## src/rtl/lcd_pkg.sv

```systemverilog
// lcd_pkg: FSM and strobe-phase types, HD44780 command bytes and sizing helpers
// shared by text_lcd_driver and lcd_write_strobe.
package lcd_pkg;

  typedef enum logic [2:0] {
    ST_PWRUP,
    ST_INIT,
    ST_ADDR1,
    ST_CHAR1,
    ST_ADDR2,
    ST_CHAR2
  } lcd_state_t;

  typedef enum logic [1:0] {
    PH_IDLE,
    PH_SETUP,
    PH_EHIGH,
    PH_SETTLE
  } strobe_phase_t;

  localparam logic [7:0] CMD_FUNC_SET = 8'h38;  // 8-bit bus, 2 lines, 5x8 font
  localparam logic [7:0] CMD_DISP_ON  = 8'h0C;
  localparam logic [7:0] CMD_ENTRY    = 8'h06;
  localparam logic [7:0] CMD_CLEAR    = 8'h01;
  localparam logic [7:0] CMD_LINE1    = 8'h80;
  localparam logic [7:0] CMD_LINE2    = 8'hC0;

  function automatic logic [7:0] init_cmd(input logic [1:0] step);
    case (step)
      2'd0:    return CMD_FUNC_SET;
      2'd1:    return CMD_DISP_ON;
      2'd2:    return CMD_ENTRY;
      default: return CMD_CLEAR;
    endcase
  endfunction

  // Down-counters end on zero, so a wait of N cycles loads N-1; zero still costs one cycle.
  function automatic int unsigned wait_load(input int unsigned cyc);
    return (cyc == 0) ? 0 : cyc - 1;
  endfunction

  function automatic int unsigned umax(input int unsigned a, input int unsigned b);
    return (a > b) ? a : b;
  endfunction

  function automatic int unsigned cnt_width(input int unsigned max_val);
    return (max_val < 1) ? 1 : $clog2(max_val + 1);
  endfunction

endpackage

```

## src/rtl/lcd_write_strobe.sv

```systemverilog
// lcd_write_strobe: one HD44780 write -- setup cycle, E pulse, then settle wait with
// rs/data held. o_done marks idle or the last settle cycle; i_start is accepted then.
module lcd_write_strobe
  import lcd_pkg::*;
#(
  parameter int unsigned E_HIGH_CYC   = 25,
  parameter int unsigned CMD_WAIT_CYC = 2500,
  parameter int unsigned CLR_WAIT_CYC = 100000,
  parameter int unsigned CNT_W        = 17
) (
  input  logic       clk,
  input  logic       rst,
  input  logic       i_start,
  input  logic       i_rs,
  input  logic       i_long,
  input  logic [7:0] i_data,
  output logic       o_done,
  output logic       o_e_fall,
  output logic       o_lcd_e,
  output logic       o_lcd_rs,
  output logic [7:0] o_lcd_data
);

  localparam logic [CNT_W-1:0] E_LOAD   = CNT_W'(wait_load(E_HIGH_CYC));
  localparam logic [CNT_W-1:0] CMD_LOAD = CNT_W'(wait_load(CMD_WAIT_CYC));
  localparam logic [CNT_W-1:0] CLR_LOAD = CNT_W'(wait_load(CLR_WAIT_CYC));

  strobe_phase_t    r_phase, w_phase_nxt;
  logic [CNT_W-1:0] r_cnt, w_cnt_nxt;
  logic             r_e, r_rs, r_long;
  logic [7:0]       r_data;
  logic             w_cnt_zero, w_load;

  assign w_cnt_zero = (r_cnt == '0);
  assign o_done     = (r_phase == PH_IDLE) || ((r_phase == PH_SETTLE) && w_cnt_zero);
  assign o_e_fall   = (r_phase == PH_EHIGH) && w_cnt_zero;
  assign w_load     = i_start && o_done;

  always_comb begin
    // NOTE: every output of this block gets a default first, so no path can infer a latch.
    w_phase_nxt = r_phase;
    w_cnt_nxt   = r_cnt;
    case (r_phase)
      PH_SETUP: begin
        w_phase_nxt = PH_EHIGH;
        w_cnt_nxt   = E_LOAD;
      end
      PH_EHIGH: begin
        if (w_cnt_zero) begin
          w_phase_nxt = PH_SETTLE;
          w_cnt_nxt   = r_long ? CLR_LOAD : CMD_LOAD;
        end else begin
          w_cnt_nxt = r_cnt - 1'b1;
        end
      end
      PH_SETTLE: begin
        if (w_cnt_zero) w_phase_nxt = PH_IDLE;
        else            w_cnt_nxt   = r_cnt - 1'b1;
      end
      default: ;
    endcase
    if (w_load) w_phase_nxt = PH_SETUP;
  end

  // NOTE: state is updated with non-blocking assignments only, so every flop samples pre-edge values.
  always_ff @(posedge clk or posedge rst) begin
    if (rst) begin
      r_phase <= PH_IDLE;
      r_cnt   <= '0;
      r_e     <= 1'b0;
      r_rs    <= 1'b0;
      r_long  <= 1'b0;
      r_data  <= 8'h00;
    end else begin
      r_phase <= w_phase_nxt;
      r_cnt   <= w_cnt_nxt;
      r_e     <= (w_phase_nxt == PH_EHIGH);
      if (w_load) begin
        r_rs   <= i_rs;
        r_long <= i_long;
        r_data <= i_data;
      end
    end
  end

  assign o_lcd_e    = r_e;
  assign o_lcd_rs   = r_rs;
  assign o_lcd_data = r_data;

endmodule

```

## src/rtl/text_lcd_driver.sv

```systemverilog
// text_lcd_driver: power-up, init and continuous 16x2 refresh of an HD44780 from a slot source.
// Define LCD_FRAME_DONE_EN to add the frame_done pulse after slot 31.
module text_lcd_driver
  import lcd_pkg::*;
#(
  parameter int unsigned CLK_FREQ_HZ  = 50000000,
  parameter int unsigned INIT_WAIT_US = 20000,
  parameter int unsigned CMD_WAIT_US  = 50,
  parameter int unsigned CLR_WAIT_US  = 2000,
  parameter int unsigned E_HIGH_CYC   = 25
) (
  input  logic       clk,
  input  logic       rst,
  output logic [4:0] index,
  input  logic [7:0] char_data,
  output logic       lcd_rs,
  output logic       lcd_rw,
  output logic       lcd_e,
  output logic [7:0] lcd_data
`ifdef LCD_FRAME_DONE_EN
  ,
  output logic       frame_done
`endif
);

  localparam int unsigned CYC_PER_US = CLK_FREQ_HZ / 1000000;
  localparam int unsigned INIT_CYC   = INIT_WAIT_US * CYC_PER_US;
  localparam int unsigned CMD_CYC    = CMD_WAIT_US * CYC_PER_US;
  localparam int unsigned CLR_CYC    = CLR_WAIT_US * CYC_PER_US;
  localparam int unsigned MAX_CYC    = umax(umax(INIT_CYC, CLR_CYC), umax(CMD_CYC, E_HIGH_CYC));
  localparam int unsigned CNT_W      = cnt_width(MAX_CYC);
  localparam logic [CNT_W-1:0] PWR_LOAD = CNT_W'(wait_load(INIT_CYC));

  lcd_state_t       r_state, w_state_nxt;
  logic [CNT_W-1:0] r_pwr_cnt, w_pwr_cnt_nxt;
  logic [1:0]       r_init_step, w_init_step_nxt;
  logic [4:0]       r_index, w_index_nxt;
  logic             w_start, w_rs, w_long, w_done, w_e_fall;
  logic [7:0]       w_data;

  always_ff @(posedge clk or posedge rst) begin
    if (rst) begin
      r_state     <= ST_PWRUP;
      r_pwr_cnt   <= '0;
      r_init_step <= 2'd0;
      r_index     <= 5'd0;
    end else begin
      r_state     <= w_state_nxt;
      r_pwr_cnt   <= w_pwr_cnt_nxt;
      r_init_step <= w_init_step_nxt;
      r_index     <= w_index_nxt;
    end
  end

  // Transitions fire on the E falling edge, so index moves at the start of the settle wait.
  always_comb begin
    w_state_nxt     = r_state;
    w_pwr_cnt_nxt   = r_pwr_cnt;
    w_init_step_nxt = r_init_step;
    w_index_nxt     = r_index;
    w_start         = (r_state != ST_PWRUP) && w_done;
    w_rs            = 1'b0;
    w_long          = 1'b0;
    w_data          = 8'h00;
    case (r_state)
      ST_PWRUP: begin
        if (r_pwr_cnt == PWR_LOAD) w_state_nxt   = ST_INIT;
        else                       w_pwr_cnt_nxt = r_pwr_cnt + 1'b1;
      end
      ST_INIT: begin
        w_data = init_cmd(r_init_step);
        w_long = (r_init_step == 2'd3);
        if (w_e_fall) begin
          if (r_init_step == 2'd3) begin
            w_state_nxt     = ST_ADDR1;
            w_init_step_nxt = 2'd0;
          end else begin
            w_init_step_nxt = r_init_step + 2'd1;
          end
        end
      end
      ST_ADDR1: begin
        w_data = CMD_LINE1;
        if (w_e_fall) begin
          w_state_nxt = ST_CHAR1;
          w_index_nxt = 5'd0;
        end
      end
      ST_CHAR1: begin
        w_rs   = 1'b1;
        w_data = char_data;
        if (w_e_fall) begin
          if (r_index == 5'd15) begin
            w_state_nxt = ST_ADDR2;
            w_index_nxt = 5'd0;
          end else begin
            w_index_nxt = r_index + 5'd1;
          end
        end
      end
      ST_ADDR2: begin
        w_data = CMD_LINE2;
        if (w_e_fall) begin
          w_state_nxt = ST_CHAR2;
          w_index_nxt = 5'd16;
        end
      end
      ST_CHAR2: begin
        w_rs   = 1'b1;
        w_data = char_data;
        if (w_e_fall) begin
          if (r_index == 5'd31) begin
            w_state_nxt = ST_ADDR1;
            w_index_nxt = 5'd0;
          end else begin
            w_index_nxt = r_index + 5'd1;
          end
        end
      end
      default: w_state_nxt = ST_PWRUP;
    endcase
  end

  lcd_write_strobe #(
    .E_HIGH_CYC  (E_HIGH_CYC),
    .CMD_WAIT_CYC(CMD_CYC),
    .CLR_WAIT_CYC(CLR_CYC),
    .CNT_W       (CNT_W)
  ) u_strobe (
    .clk       (clk),
    .rst       (rst),
    .i_start   (w_start),
    .i_rs      (w_rs),
    .i_long    (w_long),
    .i_data    (w_data),
    .o_done    (w_done),
    .o_e_fall  (w_e_fall),
    .o_lcd_e   (lcd_e),
    .o_lcd_rs  (lcd_rs),
    .o_lcd_data(lcd_data)
  );

  assign index  = r_index;
  assign lcd_rw = 1'b0;

`ifdef LCD_FRAME_DONE_EN
  logic r_frame_pend, r_frame_done;

  always_ff @(posedge clk or posedge rst) begin
    if (rst) begin
      r_frame_pend <= 1'b0;
      r_frame_done <= 1'b0;
    end else begin
      r_frame_done <= w_done && r_frame_pend;
      if (w_e_fall && (r_state == ST_CHAR2) && (r_index == 5'd31)) r_frame_pend <= 1'b1;
      else if (w_done)                                             r_frame_pend <= 1'b0;
    end
  end

  assign frame_done = r_frame_done;
`endif

endmodule

```

## config.mk

```make
export PLATFORM = sky130hd
export DESIGN_NAME = text_lcd_driver
export DESIGN_NICKNAME = d
export VERILOG_FILES = /design/src/rtl/lcd_pkg.sv /design/src/rtl/lcd_write_strobe.sv /design/src/rtl/text_lcd_driver.sv
export SDC_FILE = /design/constraint.sdc
export NUM_CORES = 1
export LEC_CHECK = 0
export CORE_MARGIN = 4
export CORE_UTILIZATION = 30
export CTS_CLUSTER_SIZE = 28
export DETAILED_ROUTE_END_ITERATION = 8
export MAX_ROUTING_LAYER = met4
export PLACE_DENSITY = 0.45
export SETUP_SLACK_MARGIN = 0.2
export SKIP_CTS_REPAIR_TIMING = 1
export SLEW_MARGIN = 10
export SYNTH_ARGS = -nofsm -noshare
export SYNTH_HDL_FRONTEND = slang
export SYNTH_SLANG_ARGS = --single-unit
```

## constraint.sdc

```tcl
create_clock -name clk -period 3.9 [get_ports clk]
set_clock_uncertainty 0.05 [all_clocks]
set_input_delay 0.78 -clock clk [delete_from_list [all_inputs] [get_ports clk]]
set_output_delay 0.78 -clock clk [all_outputs]
set_load 0.03 [all_outputs]
```

# [Word-level counts from Yosys, hierarchy flattened]
# Index checks and enable logic that the tools add are counted.
[word_totals] reg_bits=63 inputBits=10 output_inout_bits=16 elab_cells=88
[classes] addsub=4 n_eq_ne=25 n_mux=30 bitwise_logic=1 reduce_logical=18
[ops] op="$pmux 20 s3" count=1
[ops] op="$mux 20" count=2
[ops] op="$pmux 8 s4" count=1
[ops] op="$mux 5" count=6
[ops] op="$mux 3" count=9
[ops] op="$add 20x1->20 const B" count=1
[ops] op="$eq 20x20->1 const B" count=1
[ops] op="$logic_not 20->1" count=1
[ops] op="$pmux 5 s4" count=1
[ops] op="$sub 20x1->20 const B" count=1
[ops] op="$pmux 3 s6" count=1
[ops] op="$pmux 6 s3" count=1
[ops] op="$mux 17" count=1
[ops] op="$eq 2x2->1 const B" count=5
[ops] op="$ne 2x1->1 const B" count=5
[ops] op="$ne 2x2->1 const B" count=5
[ops] op="$reduce_and 9->1" count=1
[ops] op="$mux 2" count=4
[ops] op="$eq 3x2->1 const B" count=2
[ops] op="$eq 3x3->1 const B" count=2
[ops] op="$pmux 2 s3" count=1
[ops] op="$reduce_and 2->1" count=3
[ops] op="$reduce_bool 3->1" count=2
[ops] op="$add 5x1->5 const B" count=1
[ops] op="14 further kinds" count=20

# [Depth between registers and ports, before layout]
# Gate-level depths: netlist of run 1.
[depth] ltp_word=7 ltp_mapped=10 ltp_nobuf=8

# [By module]
# A second synthesis of run 1 with hierarchy kept.
[unflattened] cells_unflattened=414 hier_area_um2=3784.9
[by_module_without_submodules] mod="lcd_write_strobe" instances=1 cells_each=225 area_each_um2=1994.4 seq_area_each_um2=825.8
[by_module_without_submodules] mod="text_lcd_driver" instances=1 cells_each=189 area_each_um2=1790.5 seq_area_each_um2=750.7

# [Worst setup path after synthesis of run 1]
# Ideal clock, no wire load.
[synth_path] kind="reg-to-reg" start="register u_strobe.r_cnt[13]" end="register r_index[3], in the netlist index[3]" setup_ns=0.096 arrival_time_ns=2.495 required_ns=3.754 path_slack_ns=1.259 stages_incl_launch_ff=8 path_buffers=2 period_less_slack_ns=2.641 cell_sequence="dfrtp_1 or4_1 buf_2 or4b_4 buf_6 o21a_4 or3_4 o31ai_1"
[synth_between] elab_chain_len=4 elab_cells_between_ends=7 classes_between="4 x eq/ne; 3 x reduce/logical"
[synth_rtl] element="start: declaration" line="lcd_write_strobe.sv:29" rtl="logic [CNT_W-1:0] r_cnt, w_cnt_nxt;"
[synth_rtl] element="start signal: assignment" line="lcd_write_strobe.sv:76" rtl="r_cnt <= w_cnt_nxt;"
[synth_rtl] element="$logic_not 20->1 *" line="lcd_write_strobe.sv:34" rtl="assign w_cnt_zero = (r_cnt == '0);"
[synth_rtl] element="$logic_and 1x1->1 *" line="lcd_write_strobe.sv:36" rtl="assign o_e_fall = (r_phase == PH_EHIGH) && w_cnt_zero;"
[synth_rtl] element="$ne 2x1->1 (no source line)"
[synth_rtl] element="$reduce_and 5->1 (no source line) *"
[synth_rtl] element="end signal: assignment" line="text_lcd_driver.sv:51" rtl="r_index <= w_index_nxt;"
[synth_rtl] element="end: declaration" line="text_lcd_driver.sv:37" rtl="logic [4:0] r_index, w_index_nxt;"
# Every way passes the cells marked *; elsewhere a longest branch is shown, timed or not.
# A chain may end at the register's enable or synchronous reset.

# [Worst setup path in the final report of run 1]
[layout_path] start="register u_strobe.r_cnt[13]" end="register u_strobe.r_cnt[12]"
[layout_between] elab_chain_len=3 elab_cells_between_ends=5 classes_between="1 x eq/ne; 2 x mux; 2 x reduce/logical"
[layout_rtl] element="$logic_not 20->1 *" line="lcd_write_strobe.sv:34"
[layout_rtl] element="$mux 20 or $ne 2x2->1 (tied branches)"
[layout_rtl] element="$pmux 20 s3 or $reduce_and 2->1 (tied branches)"
# Marked as above.

==> metrics.txt, run 1 <==
status=finished, final reports clean; EDFF count, synth=0; pwr dens=~350 nW/um2; Slew HR=between 40% and 50%; HP Class=flip-flop to flip-flop; top post-synthesis cells by area=dfrtp_1 (42%), ha_1 (4.7%), a21oi_1 (3.6%); gr ovfl total=0; crit start category=flip-flop; Post-Synthesis Cell Area=approximately 3700 um2; Distinct cells, synth=63; clk buf depth=2; Final HPWL DP=7.25 mm; antenna violations before repair=0; critical path peak fanout=8; Max Used Layer=met4; share of synthesized registers carrying an async set or reset=between 90% and 100%; Final ANT Viol Nets=0; clk root buf=clkbuf_16; GRT Total Usage=15.2%; cell taking the most area after synthesis=dfrtp_1; Max Clock Freq=337 MHz; Fin Setup TNS=0 ns; most frequent cells after synthesis=dfrtp_1 (63), a21oi_1 (27), nand2_1 (27); # H-tree levels=3; sequential cell area fraction in the yosys report=roughly 42%; Hold Crit Endpoint=r_pwr_cnt[19]$_DFFE_PP0P_; slack of the worst reg-to-reg path=just over 0.9 ns; R2R Path End=u_strobe.r_cnt[12]$_DFFE_PP0P_; Cells after Synth=a little over 400; met2 routed WL=between 4 and 5 mm; drt via density=5.42; Die Ht=~120 um; post-route minimum period=~3.0 ns; Core Util, Final=a little under two fifths; DRT Pass-1 Iters=4; # DRC=0; syn_area_per_cell=9.10 um2; I/O pins=26; Critical-path top delay cell=or4_1; RSZ-0062 raised after global routing=false; Final Wtd Congestion=about 0.86; worst-case reg-to-reg path depth=5; max-cap violation count=0; Synth Register Bits=63; M1 WL=4.78 mm; input/output buffers=24; core area=~12000 um2; synthesis-to-layout area growth=20.3%; Primary FF master, synth=dfrtp_1; layout cells sized above 1=a little under a tenth; Rows=40; metal3 WL=just under 600 um; peak supply drop=~0.18 mV; Sink Count=63; Worst-path clk slew=approximately 0.060 ns; Final Slew Violations=0; final setup fails=0; Least-Margin Pin Slew=roughly 0.85 ns; Leakage=~1.9 nW; post-synth net total=roughly 440; die width=between 100 and 150 um; HP Start=r_pwr_cnt[19]$_DFFE_PP0P_; share of the synthesized area in the top cell type=42.1%; worst path cell trace=or4_1, or4b_4, o21ai_1, o21ai_0, a22o_1; worst r2r src=u_strobe.r_cnt[13]$_DFFE_PP0P_; worst endpoint required time=between 4 and 5 ns; cts bufs inserted=9; Syn. warnings=0; CTS tree=built; vias in the first global route=approximately 3100; Setup crit end kind=flip-flop; initial core utilization=31.0%; first-pass GRT wire length=approximately 17 mm; WL final=10.2 mm; most common cell in the netlist=dfrtp_1; worst setup path category=flip-flop to flip-flop; filler instances=1273; largest net degree at the start of global routing=33; Worst path max stage delay=roughly 0.7 ns; ant diodes=0; DR iter-0 viols=200; nets=roughly 460; hold depth=1; Final Hold Vio Count=0; die area=14300 um2; fin crit share=approximately 76%; DR vias=around 3300; Clk Latency, worst-skew pair=0.33 ns; CP Data Arrival Time=roughly 3.1 ns; detailed-route wire length per cell=roughly 17 um
cell usage in the layout, fill, tap and decap left out, types with 3 or more instances in the layout:
cell type | netlist | final
a31oi_1 | 8 | 8
nor4b_1 | 4 | 4
or3_1 | 3 | 3
clkdlybuf4s50_1 | 0 | 24
a41o_1 | 3 | 3
buf_4 | 1 | 9
clkbuf_16 | 0 | 9
or4_1 | 7 | 7
o211ai_1 | 4 | 4
nor3_1 | 20 | 20
xor2_1 | 4 | 4
clkbuf_8 | 0 | 3
dfrtp_1 | 63 | 63
xnor2_1 | 15 | 15
o31ai_1 | 6 | 6
nand4_1 | 16 | 16
and2_1 | 3 | 3
nand2_1 | 27 | 27
nor3b_1 | 4 | 4
and3_1 | 4 | 4
nand3_1 | 17 | 17
inv_1 | 17 | 16
o21ai_0 | 24 | 24
nor2b_1 | 6 | 6
nand2b_1 | 4 | 4
a21oi_1 | 27 | 27
a211oi_1 | 4 | 4
a22oi_1 | 6 | 6
nor4_1 | 7 | 7
nor2_1 | 26 | 26
or2_2 | 3 | 3
ha_1 | 14 | 14
mux2_2 | 5 | 5
through the flow:
| step | std cells | hold slack [ns] | area [um2] | power (mW) | setup WS (ns) |
|---|---|---|---|---|---|
| 6_report | 606 | 0.435 | 4510 | 1.60 | 0.931 |
| 5_1_grt | 606 | 0.464 | 4510 | 1.65 | 0.775 |
| 4_1_cts | 606 | 0.437 | 4510 | 1.62 | 0.992 |
| 3_5_place_dp | 590 | 0.419 | 4170 | 0.693 | 1.00 |
| 3_3_place_gp | 590 | 0.412 | 4170 | 0.693 | 1.05 |
| 2_1_floorplan | 412 | 0.395 | 3750 | 0.677 | 1.26 |
state kept, by name, summed over array words and instances, names as in the netlist:
name / cells
index: 5
r_init_step: 2
r_pwr_cnt: 20
r_state: 3
u_strobe.o_lcd_data: 8
u_strobe.o_lcd_e: 1
u_strobe.o_lcd_rs: 1
u_strobe.r_cnt: 20
u_strobe.r_long: 1
u_strobe.r_phase: 2
logic make-up after synthesis:
kind of cell	Yosys count	share of synthesized area [%]
other cells	1	0.100
mux	7	2.04
fa+ha+maj	14	4.67
buf+inv	40	4.37
flops	63	42.1
simple gates	159	23.2
xor+xnor	19	4.44
compound gates	109	19.1
worst max-delay path by stage:
stage                                   startpoint  slack, ns                            endpoint
floorplan           u_strobe.r_cnt[13]$_DFFE_PP0P_       1.26                index[3]$_DFFE_PP0P_
global placement    u_strobe.r_cnt[13]$_DFFE_PP0P_       1.05      u_strobe.r_cnt[12]$_DFFE_PP0P_
detailed placement  u_strobe.r_cnt[13]$_DFFE_PP0P_       1.00      u_strobe.r_cnt[12]$_DFFE_PP0P_
CTS                  u_strobe.r_cnt[0]$_DFFE_PP0P_       0.99         u_strobe.r_long$_DFFE_PP0P_
global route         u_strobe.r_cnt[0]$_DFFE_PP0P_       0.77  u_strobe.o_lcd_data[4]$_DFFE_PP0P_
finish              u_strobe.r_cnt[13]$_DFFE_PP0P_       0.93      u_strobe.r_cnt[12]$_DFFE_PP0P_
routing by layer:
layer	global-route usage [%]	up-vias
met2	23.1	85
met5	-	-
met4	4.51	0
met1	20.3	1600
li1	-	1585
met3	3.53	13
worst max-delay path: cells and delay by family (launching register included):
family	cells	cell delay [ns]
flops	1	0.42
simple gates	2	1.32
compound gates	3	1.06
power by group:
| part | switching [mW] | internal (mW) | total [mW] |
|---|---|---|---|
| Clock | 0.305 | 0.613 | 0.918 |
| Sequential | 0 | 0.654 | 0.654 |
| Combinational | 0.0165 | 0.00930 | 0.0258 |
| Total | 0.321 | 1.28 | 1.60 |
final cells by class:
type / count / area (um2) / share of cell area, %
multi-input cells: 309 / 2010 / 44.5
flip-flops and latches: 63 / 1580 / 35.0
repair buffers: 33 / 308 / 6.83
clock buffers: 12 / 267 / 5.91
well taps: 168 / 210 / 4.66
clock inverters: 4 / 76.3 / 1.69
inverters: 17 / 63.8 / 1.42
Power figures use the tool's default switching activity.
==> run 2: changes to the inputs <==
==> constraint.sdc (replaced) <==
create_clock -name clk -period 3 [get_ports clk]
set_clock_uncertainty 0.05 [all_clocks]
set_input_delay 0.6 -clock clk [delete_from_list [all_inputs] [get_ports clk]]
set_output_delay 0.6 -clock clk [all_outputs]
set_load 0.03 [all_outputs]
==> metrics.txt, run 2 (synthesized netlist as in run 1, its figures left out) <==
Max Clock Freq=378 MHz; I/O pins=26; drt via density=~5.3; Core Util, Final=a little under two fifths; Fin Setup TNS=0 ns; WL final=slightly above 10 mm; most common cell after layout, fill and taps aside=dfrtp_1; Leakage=around 2.0 nW; # H-tree levels=3; Die Ht=roughly 120 um; Rows=40; clk buf depth=2; post-route minimum period=approximately 2.6 ns; core area=around 12000 um2; clk root buf=clkbuf_16; HP Class=flip-flop to flip-flop; crit start category=flip-flop; initial core utilization=between 30 and 40%; Final Hold Vio Count=0; fin area=between 4000 and 5000 um2; cts bufs inserted=9; synthesis-to-layout area growth=22.4%; CTS tree=built; DR vias=between 3000 and 4000; nets=between 400 and 500; Final Slew Violations=0; Sink Count=63; GRT Total Usage=between 15 and 20%; antenna violations before repair=0; pwr dens=approximately 440 nW/um2; RSZ-0062 raised after global routing=false; Least-Margin Pin Slew=0.566 ns; CP Data Arrival Time=between 2 and 3 ns; most frequent cells in the layout=dfrtp_1 (63), nand2_1 (27), a21oi_1 (27); layout cells sized above 1=11.6%; peak supply drop=roughly 0.34 mV; Worst-path clk slew=roughly 0.05 ns; die width=roughly 120 um; fin crit share=88.1%; vias in the first global route=around 3300; Setup crit end kind=flip-flop; largest net degree at the start of global routing=44; ant diodes=0; Final ANT Viol Nets=0; status=finished, final reports clean; Final Wtd Congestion=0.950; worst endpoint required time=around 3.2 ns; max-cap violation count=0; detailed-route wire length per cell=about 17 um; die area=about 14000 um2; input/output buffers=24; final setup fails=0; Clk Latency, worst-skew pair=0.34 ns; Post-Place Cell Area=~4300 um2; DR iter-0 viols=250; # DRC=0; DRT Pass-1 Iters=5; first-pass GRT wire length=around 17 mm; gr ovfl total=0; Slew HR=62.1%; worst setup path category=flip-flop to flip-flop; critical path peak fanout=8; Final HPWL DP=around 7.4 mm
## run 2: power breakdown
group	leakage [nW]	switching, mW	internal [mW]
Sequential	0.824	0	0.851
Combinational	0.982	0.0215	0.0130
Clock	0.155	0.374	0.742
## run 2: metal layers
metal | part of all wire, % | routed length [um] | vias up | GRT usage (%)
li1 | - | - | 1601 | -
met5 | 0 | 0 | - | -
met2 | 46 | 4780 | 70 | 23.5
met3 | 4.3 | 438 | 19 | 3.68
met1 | 47 | 4820 | 1599 | 20.2
met4 | 2.3 | 241 | 0 | 6.73
## run 2: through the flow
step | hold WS (ns) | setup WS [ns] | instances | power [mW]
after floorplan | 0.395 | 0.359 | 412 | 0.880
after global placement | 0.413 | 0.374 | 602 | 0.902
after detailed placement | 0.419 | 0.286 | 602 | 0.902
after CTS | 0.427 | 0.246 | 617 | 2.04
after global routing | 0.460 | 0.245 | 617 | 2.08
final | 0.422 | 0.357 | 617 | 2.00
## run 2: layout make-up
| class | instances | area [um2] |
|---|---|---|
| Inverter | 17 | 63.8 |
| Clock buffer | 11 | 243 |
| Timing Repair Buffer | 45 | 410 |
| Multi-Input combinational cell | 309 | 2010 |
| Sequential cell | 63 | 1580 |
| Clock inverter | 4 | 70.1 |
| Fill cell | 1268 | 7520 |
| Tap cell | 168 | 210 |
## run 2: path summary, 6_finish.rpt
| kind | from | slack, ns | to | cells after the start |
|---|---|---|---|---|
| min in group asynchronous | rst | 0.57 | u_strobe.r_cnt[1]$_DFFE_PP0P_ | 2 |
| max | u_strobe.r_cnt[13]$_DFFE_PP0P_ | 0.36 | index[3]$_DFFE_PP0P_ | 5 |
| max in group asynchronous | rst | 1.73 | r_pwr_cnt[13]$_DFFE_PP0P_ | 3 |
| max reg2reg | u_strobe.r_cnt[13]$_DFFE_PP0P_ | 0.36 | index[3]$_DFFE_PP0P_ | 5 |
| min reg2reg | r_pwr_cnt[19]$_DFFE_PP0P_ | 0.42 | r_pwr_cnt[19]$_DFFE_PP0P_ | 1 |
| min | r_pwr_cnt[19]$_DFFE_PP0P_ | 0.42 | r_pwr_cnt[19]$_DFFE_PP0P_ | 1 |
## run 2: critical path, stage by stage (launching register included)
cell and delay, ns:
dfrtp_1 0.43, or4_1 0.59, or4b_4 0.61, o21a_4 0.27, or3_4 0.38, o31ai_1 0.23
==> run 3: changes to the inputs <==
--- a/config.mk
+++ b/config.mk
@@ -6,14 +6,15 @@
 export NUM_CORES = 1
 export LEC_CHECK = 0
 export CORE_MARGIN = 4
-export CORE_UTILIZATION = 30
+export CORE_UTILIZATION = 59
 export CTS_CLUSTER_SIZE = 28
 export DETAILED_ROUTE_END_ITERATION = 8
 export MAX_ROUTING_LAYER = met4
-export PLACE_DENSITY = 0.45
+export PLACE_DENSITY = 0.79
 export SETUP_SLACK_MARGIN = 0.2
 export SKIP_CTS_REPAIR_TIMING = 1
 export SLEW_MARGIN = 10
 export SYNTH_ARGS = -nofsm -noshare
 export SYNTH_HDL_FRONTEND = slang
 export SYNTH_SLANG_ARGS = --single-unit
+export TNS_END_PERCENT = 10
==> metrics.txt, run 3 (synthesized netlist as in run 1, its figures left out) <==
status=finished, final reports clean; most frequent cells in the layout=dfrtp_1 (63), nand2_1 (27), a21oi_1 (27); CTS tree=built; filler instances=453; final setup fails=0; die width=a little under 90 um; Worst-path clk slew=about 0.080 ns; critical path peak fanout=8; ant diodes=0; Worst path max stage delay=approximately 0.6 ns; initial core utilization=between 60 and 70%; area of the multi-input gates=between 2000 and 2500 um2; clk root buf=clkbuf_8; largest net degree at the start of global routing=37; input/output buffers=24; worst endpoint required time=between 3 and 4 ns; antenna violations before repair=0; final setup margin=0.335 ns; # H-tree levels=3; clk buf depth=2; DRT Pass-1 Iters=5; most common cell after layout, fill and taps aside=dfrtp_1; Final Wtd Congestion=a little under 1; Fin Setup TNS=0 ns; pwr dens=around 410 nW/um2; fin crit share=about nine tenths; max-cap violation count=0; Placement Setup Slack=approximately 0.25 ns; Rows=28; Final Slew Violations=0; crit start category=flip-flop; cts bufs inserted=9; DR iter-0 viols=428; Sink Count=between 60 and 70; drt via density=between 6 and 7; Setup crit end kind=flip-flop; Final HPWL DP=around 6.5 mm; clock share of power=between 50% and 60%; peak supply drop=between 0.4 and 0.5 mV; metal3 WL=around 650 um; WL final=between 9 and 10 mm; Slew HR=between 40 and 50%; Seq pwr share=between 40% and 50%; Comb pwr share=~1.8%; CP top delay family=simple AND/OR/NAND/NOR gates; Leakage=1.89 nW; switching share of power=approximately a fifth; Switch Pwr=0.375 mW; Max Clock Freq=between 300 and 400 MHz; GRT Total Usage=roughly 28%; FF+latch area=between 1500 and 2000 um2; Die Ht=slightly below 90 um; Max Used Layer=met4; Pint=~1.4 mW; gr ovfl total=0; detailed-route wire length per cell=about 19 um; Clk Latency, worst-skew pair=approximately 0.36 ns; # DRC=0; DR vias=3477; first-pass GRT wire length=roughly 16 mm; RSZ-0062 raised after global routing=false; M1 WL=approximately 4.2 mm; Final ANT Viol Nets=0; worst path cell trace=or4_4, or4b_4, o21a_4, or3_4, o31ai_1; met2 routed WL=4.31 mm; CP Data Arrival Time=~2.9 ns; HP Class=flip-flop to flip-flop; layout cells sized above 1=between 10 and 15%; worst setup path category=flip-flop to flip-flop; Critical-path top delay cell=or4b_4; nets=between 400 and 500; post-route minimum period=around 2.7 ns; Final Hold Vio Count=0; vias in the first global route=about 3300; synthesis-to-layout area growth=15.9%; die area=7690 um2; I/O pins=26; Least-Margin Pin Slew=0.777 ns; Core Util, Final=approximately 72%; core area=roughly 6000 um2; Buf+Inv Stages, Crit Path=0
==> run 3: final timing paths <==
check | start | cells after the start | slack (ns) | to
setup / recovery | u_strobe.r_cnt[13]$_DFFE_PP0P_ | 5 | 0.34 | index[3]$_DFFE_PP0P_
hold / removal | r_pwr_cnt[19]$_DFFE_PP0P_ | 1 | 0.43 | r_pwr_cnt[19]$_DFFE_PP0P_
setup reg to reg | u_strobe.r_cnt[13]$_DFFE_PP0P_ | 5 | 0.34 | index[3]$_DFFE_PP0P_
hold reg to reg | r_pwr_cnt[19]$_DFFE_PP0P_ | 1 | 0.43 | r_pwr_cnt[19]$_DFFE_PP0P_
max in group asynchronous | rst | 3 | 1.70 | u_strobe.r_cnt[13]$_DFFE_PP0P_
min in group asynchronous | rst | 2 | 0.58 | r_pwr_cnt[14]$_DFFE_PP0P_
==> run 3: per-layer routing <==
metal  up-vias  track usage, %
li1       1587               -
met1      1666            36.4
met2       176            41.2
met3        48            5.36
met4         0            12.4
met5         -               -
==> run 3: layout make-up <==
type                       instances  area share [%]
clock buffer                      10            2.94
clock inverter                     6            2.51
inverter                          17            1.47
multi-input combinational        309            46.6
sequential                        63            36.3
tap                               75            2.16
timing repair buffer              37            8.06
==> run 3: power by group through the flow <==
stage                     sequential, mW  clock, mW  combinational (mW)
after floorplan                    0.865          0              0.0151
after global placement             0.865          0              0.0338
after detailed placement           0.865          0              0.0343
after CTS                          0.849      0.918              0.0344
after global routing               0.848      0.954              0.0374
final                              0.849      0.906              0.0328
==> run 3: per-stage QoR <==
step | total power, mW | hold WS [ns] | std cells | area (um2)
after floorplan | 0.880 | 0.395 | 412 | 3750
after global placement | 0.899 | 0.416 | 501 | 4090
after detailed placement | 0.900 | 0.415 | 501 | 4090
after CTS | 1.80 | 0.427 | 517 | 4330
after global routing | 1.84 | 0.454 | 517 | 4350
final | 1.79 | 0.426 | 517 | 4350
